`src/rtl/nibble_serial_subtractor.sv`:
```
// Multi-cycle A - B, one 4-bit nibble per clock, LSB nibble first, with valid/ready on both sides.
// Optional SUB_SIGNED_OVF_EN adds a registered two's-complement overflow output.
module nibble_serial_subtractor #(
   parameter int NIBBLES = 4
) (
   input  logic                   clk,
   input  logic                   rst_n,
   input  logic                   in_valid,
   output logic                   in_ready,
   input  logic [4*NIBBLES-1:0]   a,
   input  logic [4*NIBBLES-1:0]   b,
   output logic                   out_valid,
   input  logic                   out_ready,
   output logic [4*NIBBLES-1:0]   diff,
   output logic                   borrow,
`ifdef SUB_SIGNED_OVF_EN
   output logic                   overflow,
`endif
   output logic                   busy
);

   localparam int W  = 4 * NIBBLES;
   localparam int IW = (NIBBLES > 1) ? $clog2(NIBBLES) : 1;

   typedef enum logic [1:0] {
      IDLE = 2'd0,
      RUN  = 2'd1,
      DONE = 2'd2
   } state_t;

   state_t          state_q, state_d;
   logic [W-1:0]    a_reg, b_reg;
   logic [IW-1:0]   idx;
   logic [IW+1:0]   base;
   logic            borrow_reg;
   logic [3:0]      nib_a, nib_b;
   logic [4:0]      r;
   logic            last;

   // Datapath for the current nibble: 5-bit subtract, bit 4 is the borrow out.
   always_comb begin
      base  = {idx, 2'b00};
      nib_a = a_reg[base +: 4];
      nib_b = b_reg[base +: 4];
      r     = {1'b0, nib_a} - {1'b0, nib_b} - {4'b0000, borrow_reg};
      last  = (idx == IW'(NIBBLES - 1));
   end

   // NOTE: every signal written here gets a default first so no latch is inferred.
   always_comb begin
      state_d = state_q;
      case (state_q)
         IDLE:    if (in_valid)  state_d = RUN;
         RUN:     if (last)      state_d = DONE;
         DONE:    if (out_ready) state_d = IDLE;
         default:                state_d = IDLE;
      endcase
   end

   assign in_ready = (state_q == IDLE);
   assign busy     = (state_q != IDLE);

   // NOTE: sequential state uses non-blocking assignments so all registers update together.
   always_ff @(posedge clk or negedge rst_n) begin
      if (!rst_n) begin
         state_q    <= IDLE;
         a_reg      <= '0;
         b_reg      <= '0;
         idx        <= '0;
         borrow_reg <= 1'b0;
         diff       <= '0;
         borrow     <= 1'b0;
         out_valid  <= 1'b0;
`ifdef SUB_SIGNED_OVF_EN
         overflow   <= 1'b0;
`endif
      end else begin
         state_q <= state_d;
         case (state_q)
            IDLE: begin
               if (in_valid) begin
                  a_reg      <= a;
                  b_reg      <= b;
                  idx        <= '0;
                  borrow_reg <= 1'b0;
               end
            end
            RUN: begin
               diff[base +: 4] <= r[3:0];
               borrow_reg      <= r[4];
               idx             <= idx + 1'b1;
               if (last) begin
                  borrow    <= r[4];
                  out_valid <= 1'b1;
`ifdef SUB_SIGNED_OVF_EN
                  // r[3] is the final diff MSB being written on this same edge.
                  overflow  <= (a_reg[W-1] != b_reg[W-1]) && (r[3] != a_reg[W-1]);
`endif
               end
            end
            DONE: begin
               if (out_ready) out_valid <= 1'b0;
            end
            default: ;
         endcase
      end
   end

endmodule
```
`config.mk`:
```
export PLATFORM = sky130hd
export DESIGN_NAME = nibble_serial_subtractor
export DESIGN_NICKNAME = d
export VERILOG_FILES = /design/src/rtl/nibble_serial_subtractor.sv
export SDC_FILE = /design/constraint.sdc
export NUM_CORES = 1
export LEC_CHECK = 0
export BUFFER_PORTS_ARGS = -buffer_cell sky130_fd_sc_hd__buf_2
export CAP_MARGIN = 20
export CORE_MARGIN = 2
export CORE_UTILIZATION = 54
export CTS_CLUSTER_DIAMETER = 150
export CTS_CLUSTER_SIZE = 40
export DETAILED_ROUTE_END_ITERATION = 6
export PLACE_DENSITY_LB_ADDON = 0.15
export SYNTH_ARGS = -nofsm -noshare
export SYNTH_HDL_FRONTEND = slang
export SYNTH_SLANG_ARGS = --single-unit
```
`constraint.sdc`:
```
create_clock -name clk -period 3.1 [get_ports clk]
set_input_delay 0.62 -clock clk [delete_from_list [all_inputs] [get_ports clk]]
set_output_delay 0.62 -clock clk [all_outputs]
set_load 0.03 [all_outputs]
```
After elaboration in Yosys (flattened, before gate mapping)
Index checks and enable logic that the tools add are counted.
Widths: inputs -> output; s select.
{"block": "totals", "regBits": 55, "input_bits": 36, "wordCells": 43}
{"block": "classes", "addsub": 4, "eq_ne": 6, "shifts": 4, "mux": 12, "n_reduce_logical": 9}
{"cell": "$shiftx 16x5->4", "n": 2}
{"cell": "$bwmux 16", "n": 1}
{"cell": "$shift 4x6->16 const A", "n": 1}
{"cell": "$shiftx 4x6->16", "n": 1}
{"cell": "$mux 2", "n": 4}
{"cell": "$ne 2x2->1 const B", "n": 3}
{"cell": "$neg 4->6", "n": 1}
{"cell": "$pmux 2 s3", "n": 1}
{"cell": "$reduce_and 2->1", "n": 3}
{"cell": "$reduce_and 3->1", "n": 2}
{"cell": "$reduce_bool 2->1", "n": 3}
{"cell": "$sub 4x4->5", "n": 1}
{"cell": "$sub 5x1->5", "n": 1}
{"cell": "$eq 2x2->1 const B", "n": 2}
{"cell": "$pmux 1 s2", "n": 2}
{"cell": "$pmux 2 s2", "n": 1}
{"cell": "$mux 1", "n": 3}
{"cell": "$add 2x1->2 const B", "n": 1}
{"cell": "$eq 2x1->1 const B", "n": 1}
{"cell": "$logic_not 2->1", "n": 1}

Logic depth before layout (Yosys ltp)
{"block": "logic_depth", "word_depth": 5, "mapped_depth": 10, "ltp_nobuf": 9}

Worst setup path after synthesis
OpenSTA, ideal clock, no wires.
{"block": "synth_timing", "kind": "reg2reg", "from": "register idx[0]", "to": "register diff[11]", "arrival_time_ns": 2.281, "required_ns": 2.974, "setup_slack_ns": 0.694, "stages_incl_launch_ff": 9, "path_buffers": 1, "synth_period_minus_slack_ns": 2.406, "path_cell_list": "dfrtp_1 > buf_4 > mux4_2 > fa_1 > ha_1 > nand2b_1 > a21oi_2 > xor2_2 > o21ai_1"}
{"block": "synth_via", "elab_chain_len": 5}
{"element": "start, declared", "line": "33", "rtl": "logic [IW-1:0] idx;"}
{"element": "start signal, assigned", "line": "91", "rtl": "idx <= idx + 1'b1;"}
{"element": "$shiftx 16x5->4 (on tied branches)", "line": "43, 44"}
{"element": "$sub 4x4->5", "line": "45", "rtl": "r = {1'b0, nib_a} - {1'b0, nib_b} - {4'b0000, borrow_reg};"}
{"element": "$sub 5x1->5", "line": "45"}
{"element": "$shiftx 4x6->16", "line": "89", "rtl": "diff[base +: 4] <= r[3:0];"}
{"element": "$bwmux 16 *", "line": "89"}
{"element": "end signal, assigned by index", "line": "89"}
{"element": "end, declared", "line": "14", "rtl": "output logic [4*NIBBLES-1:0] diff,"}
Mark *: on every way between the ends. The rest lies on a longest branch, timed or not.
A chain may end at the register's enable or synchronous reset.

Worst setup path after layout
{"block": "layout_timing", "from": "register idx[0]", "to": "register borrow_reg"}
{"block": "layout_via", "elab_chain_len": 4}
{"element": "$shiftx 16x5->4 (on tied branches)", "line": "43, 44"}
{"element": "$sub 4x4->5 *", "line": "45"}
{"element": "$sub 5x1->5 *", "line": "45"}
{"element": "$pmux 1 s2 *", "line": "79", "rtl": "case (state_q)"}
{"element": "end signal, assigned", "line": "90", "rtl": "borrow_reg <= r[4];"}
{"element": "end, declared", "line": "35", "rtl": "logic borrow_reg;"}
Marks and branches as above.

==> results.ini <==
[route]
ant_nets=0
routed_wl_mm=4.37
viasPerCell=5.26
drt_iter0_drc=80
drt-pass1-iter-count=4
drc=0
wl_per_cell_um=14.0
vias=1646

[floorplan]
die-area_um2=5300
ioPinCount=56
chipWidth_um=72.8
rows=25
start_util=0.552
core-area_um2=4630
die_h_um=72.8

[setup_path]
reg2reg_from=idx[0]
crit_path_end_kind=register
cp-start-kind=register
rrSetupSlack_ns=0.53
path_class=reg -> reg
reg2regPathDepth=9
cp_max_fo=9
required_ns=3.26
reg2reg_to=borrow_reg
crit_arrival_ns=2.73

[cts]
cts_hold_buf=0
clk_pin_slew_worst_paths_ns=0.09
numCtsBuffers=5
clock-sinks=55
cts_tree=built
clkLatencyLatePin_ns=0.31
cts_max_level=2
cts_setup_buffers=0
clk_path_buf_depth=2
post_cts_resized=0
cts_root_buf=clkbuf_8

[global_route]
grt_pass1_vias=1630
grt_overflow=0
grt_max_degree=42
antenna_found_initial=0
grt_usage=0.184
grt_pass1_wl_mm=7.41

[timing]
setup_viol=0
slew_viol_final=0
final-hold-violation-count=0
finalCritPeriodShare=0.828
final.min_clock_period_ns=2.57
rsz0062_at_grt=no
finClkSkew_ns=0.0101
fmax_mhz=389
timing.setup.tns_ns=0
slew_headroom=0.508
tightest_slew_ns=0.736

[synthesis]
syn_area_per_cell_um2=12.8
netlist_area_um2=2560
yosys.area.top_type_share=0.538
synth.distinct_cells=32
ys.flop_type=dfrtp_1
synthArstFlopShare=1.00
synth.most_common_cell=dfrtp_1
ys.warnings.count=0
synth_nets=247
synth_edf_count=0
ys_top_cells_by_area=dfrtp_1 54%, mux2_2 12%, mux4_2 6.2%, ha_1 4.9%, nand2_1 3.5%
ys_ff_latch=55
synth_common_cells=55 x dfrtp_1, 27 x mux2_2, 24 x nand2_1
post-synth-top-area-cell=dfrtp_1
yosysSeqAreaShare=0.538
synthCells=199

[power_and_ir_drop]
p_per_area_nw_per_um2=1240
ir_worst_vdd_mv=0.649
p_leak_uw=0.00144

[cells_and_area]
fillers=391
final_area_um2=2990
drive_above_1_share=0.394
synthToLayoutAreaGrowth_pct=16.8
diodes=0
finalNetCount=306

[placed_design]
placed_cell_area_um2=2890
io_buffers=55
dp_hpwl_mm=3.35
globalplace.congestion=0.804

[status]
status=finished clean

[hold_path]
min_path_type=in -> async

[run]
maxCapViolCount=0

-- report_power, final --
group | internal [µW] | switching, µW
Sequential | 1050 | 207
Clock | 204 | 222
Combinational | 894 | 1140
-- cell type report --
class / instances / area [µm²] / share of cell area
tap: 54 / 67.6 / 0.0226
sequential: 55 / 1380 / 0.461
clock buffer: 8 / 100 / 0.0335
timing repair buffer: 59 / 318 / 0.106
multi-input combinational: 122 / 1070 / 0.358
inverter: 15 / 56.3 / 0.0189
-- layer usage --
| metal | track usage | vias up | wire [µm] | share of wire |
|---|---|---|---|---|
| li1 | - | 804 | - | - |
| met1 | 0.244 | 791 | 2010 | 0.46 |
| met2 | 0.300 | 44 | 2100 | 0.48 |
| met3 | 0.0373 | 7 | 189 | 0.043 |
| met4 | 0.0700 | 0 | 70 | 0.016 |
| met5 | 0 | - | 0 | 0 |
-- cell families (layout without fill, tap and decap cells) --
group                    count (synthesis)  count (layout)  share of synthesized area
flip-flops                              55              55                      0.538
multiplexers                            41              41                      0.217
AND/OR/NAND/NOR                         39              39                     0.0666
AO/OA/AOI/OAI                           27              27                     0.0563
buffers and inverters                   22              82                     0.0440
adder cells (fa/ha/maj)                 12              12                     0.0646
XOR/XNOR                                 3               3                     0.0132
-- critical path, stage by stage (launching register included) --
cell and delay (ns):
dfrtp_1 0.61, buf_4 0.25, mux4_2 0.49, inv_1 0.08, ha_1 0.22, inv_1 0.06, ha_1 0.27, a21oi_1 0.18
xnor2_1 0.16, o22ai_1 0.10
-- layout by cell type (no fill, tap or decap), types with 4 or more instances in the layout --
| master | instances |
|---|---|
| mux4_2 | 7 |
| nor2_1 | 5 |
| dfrtp_1 | 55 |
| inv_1 | 15 |
| o21ai_0 | 16 |
| o21ai_1 | 4 |
| ha_1 | 10 |
| clkbuf_8 | 7 |
| nand2_1 | 24 |
| mux2_1 | 5 |
| mux2_2 | 27 |
| buf_2 | 55 |
-- worst max path at each step --
| stage | start | endpoint | slack [ns] | cells after the start |
|---|---|---|---|---|
| 3_5_place_dp | idx[0] | borrow_reg | 0.52 | 9 |
| 4_1_cts | idx[0] | borrow_reg | 0.49 | 9 |
| 2_1_floorplan | idx[0] | diff[11] | 0.69 | 8 |
| 3_3_place_gp | idx[0] | borrow | 0.52 | 9 |
| 5_1_grt | idx[0] | borrow | 0.33 | 9 |
| 6_report | idx[0] | borrow_reg | 0.53 | 9 |
-- per-stage QoR --
stage          worst slack, ns  power (µW)  hold WS, ns   util  instances
6_report                 0.532        3710        0.187  0.645        313
5_1_grt                  0.327        4030        0.212  0.645        313
4_1_cts                  0.495        3770        0.198  0.645        313
3_5_place_dp             0.523        3350        0.466  0.623        305
3_3_place_gp             0.522        3290        0.461  0.623        305
2_1_floorplan            0.694        2820        0.324      -        199
(Power assumes the default switching activity.)
